File: config.mk
export PLATFORM = sky130hd
export DESIGN_NAME = sum_carry_packer
export DESIGN_NICKNAME = d
export VERILOG_FILES = /design/src/rtl/sum_carry_packer.sv
export SDC_FILE = /design/constraint.sdc
export NUM_CORES = 1
export LEC_CHECK = 0
export CORE_ASPECT_RATIO = 1.25
export CORE_MARGIN = 1
export CORE_UTILIZATION = 35
export DETAILED_ROUTE_END_ITERATION = 12
export GPL_ROUTABILITY_DRIVEN = 0
export MAX_ROUTING_LAYER = met4
export PLACE_DENSITY = 0.56
export SLEW_MARGIN = 20
export SYNTH_ARGS = -nofsm -noshare
export SYNTH_HDL_FRONTEND = slang
export SYNTH_SLANG_ARGS = --single-unit
File: constraint.sdc
create_clock -name clk -period 3.8 [get_ports clk]
set_input_delay 0.76 -clock clk [delete_from_list [all_inputs] [get_ports clk]]
set_output_delay 0.76 -clock clk [all_outputs]
set_load 0.005 [all_outputs]
File: src/rtl/sum_carry_packer.sv
// Packs the per-cycle carry/sum bit pair LSB-first into WIDTH-bit words and hands
// each word off through a one-entry registered buffer with popcount, bit count and frame number.
module sum_carry_packer #(
  parameter int WIDTH = 8,
  localparam int CW = $clog2(WIDTH + 1)
) (
  input  logic             clk,
  input  logic             rst,
  input  logic             in_valid,
  input  logic             x_carry,
  input  logic             y_sum,
  input  logic             in_last,
  output logic             in_ready,
  output logic             out_valid,
  input  logic             out_ready,
  output logic [WIDTH-1:0] sum_word,
  output logic [WIDTH-1:0] carry_word,
  output logic [CW-1:0]    bit_count,
  output logic [CW-1:0]    ones_count,
  output logic [7:0]       frame_count
);

  localparam int IW = $clog2(WIDTH);

  typedef enum logic [1:0] {S_IDLE, S_COLLECT, S_FULL} state_t;

  state_t           r_state;
  logic [IW-1:0]    r_idx;
  logic [WIDTH-1:0] r_sum;
  logic [WIDTH-1:0] r_carry;
  logic [CW-1:0]    r_hold_cnt;

  logic             w_fire;
  logic             w_drain;
  logic             w_buf_free;
  logic             w_done;
  logic             w_load_new;
  logic             w_load_held;
  logic [WIDTH-1:0] w_bit;
  logic [WIDTH-1:0] w_sum_next;
  logic [WIDTH-1:0] w_carry_next;
  logic [CW-1:0]    w_cnt_next;

  function automatic logic [CW-1:0] popcount(input logic [WIDTH-1:0] v);
    logic [CW-1:0] n;
    n = '0;
    for (int i = 0; i < WIDTH; i++) n = n + CW'(v[i]);
    return n;
  endfunction

  assign in_ready     = (r_state != S_FULL);
  assign w_fire       = in_valid & in_ready;
  assign w_drain      = out_valid & out_ready;
  assign w_buf_free   = !out_valid | out_ready;
  assign w_done       = w_fire & ((r_idx == IW'(WIDTH - 1)) | in_last);
  assign w_bit        = WIDTH'(1) << r_idx;
  assign w_sum_next   = r_sum | (y_sum ? w_bit : '0);
  assign w_carry_next = r_carry | (x_carry ? w_bit : '0);
  assign w_cnt_next   = CW'(r_idx) + CW'(1);
  // The held word can only leave FULL through a drain, so the two loads never coincide.
  assign w_load_new   = w_done & w_buf_free;
  assign w_load_held  = (r_state == S_FULL) & w_drain;

  always_ff @(posedge clk or posedge rst) begin
    if (rst) begin
      r_state     <= S_IDLE;
      r_idx       <= '0;
      r_sum       <= '0;
      r_carry     <= '0;
      r_hold_cnt  <= '0;
      out_valid   <= 1'b0;
      sum_word    <= '0;
      carry_word  <= '0;
      bit_count   <= '0;
      ones_count  <= '0;
      frame_count <= '0;
    end else begin
      if (w_drain) frame_count <= frame_count + 8'd1;

      if (w_load_new) begin
        out_valid  <= 1'b1;
        sum_word   <= w_sum_next;
        carry_word <= w_carry_next;
        bit_count  <= w_cnt_next;
        ones_count <= popcount(w_sum_next);
      end else if (w_load_held) begin
        out_valid  <= 1'b1;
        sum_word   <= r_sum;
        carry_word <= r_carry;
        bit_count  <= r_hold_cnt;
        ones_count <= popcount(r_sum);
      end else if (w_drain) begin
        out_valid  <= 1'b0;
      end

      case (r_state)
        S_FULL: begin
          if (w_drain) begin
            r_state <= S_IDLE;
            r_sum   <= '0;
            r_carry <= '0;
          end
        end
        default: begin
          if (w_fire) begin
            if (w_done) begin
              r_idx <= '0;
              if (w_buf_free) begin
                r_state <= S_IDLE;
                r_sum   <= '0;
                r_carry <= '0;
              end else begin
                // Completed word parks in the collector until the buffer drains.
                r_state    <= S_FULL;
                r_sum      <= w_sum_next;
                r_carry    <= w_carry_next;
                r_hold_cnt <= w_cnt_next;
              end
            end else begin
              r_state <= S_COLLECT;
              r_idx   <= r_idx + IW'(1);
              r_sum   <= w_sum_next;
              r_carry <= w_carry_next;
            end
          end
        end
      endcase
    end
  end

endmodule
==> metrics.md <==
| Metric | Value |
|---|---|
| Status | `finished, violations left` |
| Failing checks | `DRC` |
| Placed cell areas | `~0.0035 mm²` |
| Post-synthesis async set-or-reset flop share | `100%` |
| Total CTS buffers | `9` |
| Max rail drop VDD | `251 µV` |
| Int Pwr | `1420 µW` |
| Port buffer count | `40` |
| P_sw | `roughly 600 µW` |
| Total Die Area | `approximately 0.0089 mm²` |
| Seq/Total Area, Yosys | `between 40% and 50%` |
| Maximum clock rate | `approximately 280 MHz` |
| # setup viols final | `0` |
| Gr usage total | `18.1%` |
| Area contributors post-synth | `dfrtp_1, ha_1, fa_1` |
| Synthesized Nets | `~320` |
| CTS Sinks | `between 50 and 60` |
| Via Count | `about 2300` |
| Cells after Synth | `291` |
| Power share of the combinational group | `~29%` |
| Post-synth cell types | `~40` |
| Synth Register Bits | `58` |
| Initial antenna violation count | `0` |
| Post-synth EDFFs | `0` |
| Antenna Nets Post-Route | `0` |
| Crit path DAT | `~3.8 ns` |
| Crit path time final | `3.59 ns` |
| Core Rows | `37` |
| Final worst path period share | `a little over nine tenths` |
| FILL cells | `roughly 800` |
| Final Hold Viols | `0` |
| Fraction of layout cells with a size suffix above 1 | `a little under an eighth` |
| Slew Viols, Final | `0` |
| Switching Share | `between 20 and 30%` |
| Setup crit end kind | `register` |
| Clk_skew | `0.00886 ns` |
| Clock tree root driver cell | `clkbuf_8` |
| Sequential share of power | `a little over two fifths` |
| Antenna diode count | `0` |
| Leak pwr | `between 0.0015 and 0.002 µW` |
| Starting DRT DRC Count | `around 130` |
| Core Region | `a little over 0.008 mm²` |
| Worst-Margin Slew | `0.817 ns` |
| Ys Warns | `0` |
| Commonest non-fill, non-tap cell in the layout | `dfrtp_1` |
| Die Y-Extent | `approximately 100 µm` |
| Crit Path Max Fanout | `4` |
| Final nets | `371` |
| Avg Vias per Cell | `between 5 and 6` |
| Largest net degree at the start of global routing | `27` |
| Critical path required time | `3.99 ns` |
| Vias in the first global route | `about 2400` |
| Syn Area/Cell | `about 10 µm²` |
| H-tree depth | `3` |
| # IOs | `41` |
| Maximum buffer depth of the clock tree | `2` |
| Commonest cells after routing, fill and taps aside | `dfrtp_1, clkdlybuf4s50_1, nand2_1` |
| Worst slew margin | `between 40% and 50%` |
| Post-synthesis cell area | `a little under 0.003 mm²` |
| DRT Wirelength | `between 6000 and 7000 µm` |
| Worst hold margin | `roughly 0.47 ns` |
| Syn-to-layout area delta | `24.9%` |
| Residual DRC count | `4` |
| Clock power frac | `29.3%` |
| Critical path class | `reg2reg` |
| Max Cap Viol | `0` |
| CTS tree | `built` |
| Post-route cell area | `0.00371 mm²` |
| Hold Crit Depth | `1` |
| Share of the synthesized area in the top cell type | `roughly half` |
| Detail Placement HPWL | `slightly below 5000 µm` |
| Startpoint types | `register` |
| Power Density | `about 540 mW/mm²` |
| Initial Util | `a little over a third` |
| Clk_lat worst skew | `roughly 0.34 ns` |
| First-pass iteration count of the detailed router | `10` |
| Clk slew on worst S/H paths | `about 0.070 ns` |
| Wirelength per Cell | `around 16 µm` |
| Hold crit path type | `reg2reg` |
| Grt total ovfl | `0` |
| Commonest register cell after synthesis | `dfrtp_1` |
| First-pass GRT wire length | `12100 µm` |
| R2R depth | `14` |
| Chip Width | `roughly 84 µm` |
| Cell taking the most area after synthesis | `dfrtp_1` |
==> metrics by stage <==
stage	utilization [%]	total power, µW	cells	setup TNS, ns	setup WS (ns)
3_3_place_gp	42.2	1430	428	-0.864	-0.360
5_1_grt	45.0	2160	444	-0.00926	-0.00926
3_5_place_dp	42.2	1440	428	-1.01	-0.378
2_1_floorplan	-	1140	291	0	0.294
4_1_cts	44.7	2040	443	0	0.0290
6_report	45.0	2020	444	0	0.213
==> power groups by stage <==
stage,clock (µW),sequential [µW],combinational (µW)
6_report,592,849,581
5_1_grt,639,868,655
2_1_floorplan,0,845,294
4_1_cts,613,849,583
3_3_place_gp,0,855,571
3_5_place_dp,0,859,578
==> registers in the layout, summed over array words and instances, names as in the netlist <==
register,count
bit_count,4
carry_word,8
frame_count,8
ones_count,4
out_valid,1
r_carry,8
r_hold_cnt,4
r_idx,3
r_state,2
r_sum,8
sum_word,8
==> worst max-delay path, cell delays in order (launching register included) <==
cell and delay [ns]:
dfrtp_1 0.43, ha_1 0.24, ha_1 0.23, a21oi_1 0.26
fa_1 0.43, inv_1 0.08, fa_1 0.40, inv_1 0.09
fa_1 0.41, inv_1 0.07, ha_2 0.17, inv_1 0.05
fa_1 0.37, xor2_1 0.14, a21oi_1 0.08
==> what timing repair did <==
action,4_1_cts,5_1_grt
pin swaps,0,1
gates resized for setup,1,6
gates cloned,0,0
setup buffers,0,1
endpoints found under the setup margin,2,2
hold buffers,0,0
==> worst paths after layout <==
kind / from / to / slack (ns)
max: r_idx[0]$_DFFE_PP0P_ / ones_count[2]$_DFFE_PP0P_ / 0.21
min: frame_count[7]$_DFFE_PP0P_ / frame_count[7]$_DFFE_PP0P_ / 0.47
max reg2reg: r_idx[0]$_DFFE_PP0P_ / ones_count[2]$_DFFE_PP0P_ / 0.21
min reg2reg: frame_count[7]$_DFFE_PP0P_ / frame_count[7]$_DFFE_PP0P_ / 0.47
max in group asynchronous: rst / carry_word[3]$_DFFE_PP0P_ / 2.33
min in group asynchronous: rst / frame_count[7]$_DFFE_PP0P_ / 0.75
==> layer usage <==
metal / vias up / GRT usage, % / part of all wire (%)
met1: 1116 / 22.7 / 45
met3: 5 / 4.27 / 3.8
met2: 52 / 28.7 / 50
met4: 0 / 6.54 / 1.1
met5: - / - / 0
li1: 1095 / - / -
==> logic make-up after synthesis <==
group                      synth area share [%]
adders and majority gates                  10.9
AOI/OAI and AO/OA                          16.8
and+or+nand+nor                            12.7
DFF                                        48.9
xor gates and xnor gates                   2.65
buffers and inverters                      7.37
muxes                                     0.758
==> cells in the mapped netlist (2+ instances only) <==
cell type / number
nor2b_1: 3
a221o_1: 3
nor2_1: 20
a31oi_1: 7
nand3_1: 8
buf_6: 6
dfrtp_1: 58
a22oi_1: 3
buf_2: 4
xor2_1: 5
nand2b_1: 2
nand2_1: 35
nand2_2: 3
inv_1: 28
xnor2_1: 4
nand4_1: 3
o21ai_1: 8
fa_1: 8
o21ai_0: 14
ha_1: 13
o22a_1: 4
nor3_1: 3
a21o_1: 2
o21a_1: 6
o221a_1: 2
mux2_2: 2
a21oi_1: 23
==> area by class of cell <==
| cell class | instances | area, µm² | share of cell area [%] |
|---|---|---|---|
| clock buffers | 13 | 169 | 4.55 |
| clock inverters | 2 | 35.0 | 0.944 |
| inverters | 28 | 105 | 2.83 |
| multi-input cells | 192 | 1320 | 35.5 |
| flip-flops and latches | 58 | 1450 | 39.1 |
| well taps | 97 | 121 | 3.27 |
| repair buffers | 54 | 512 | 13.8 |
(Power assumes the default switching activity.)
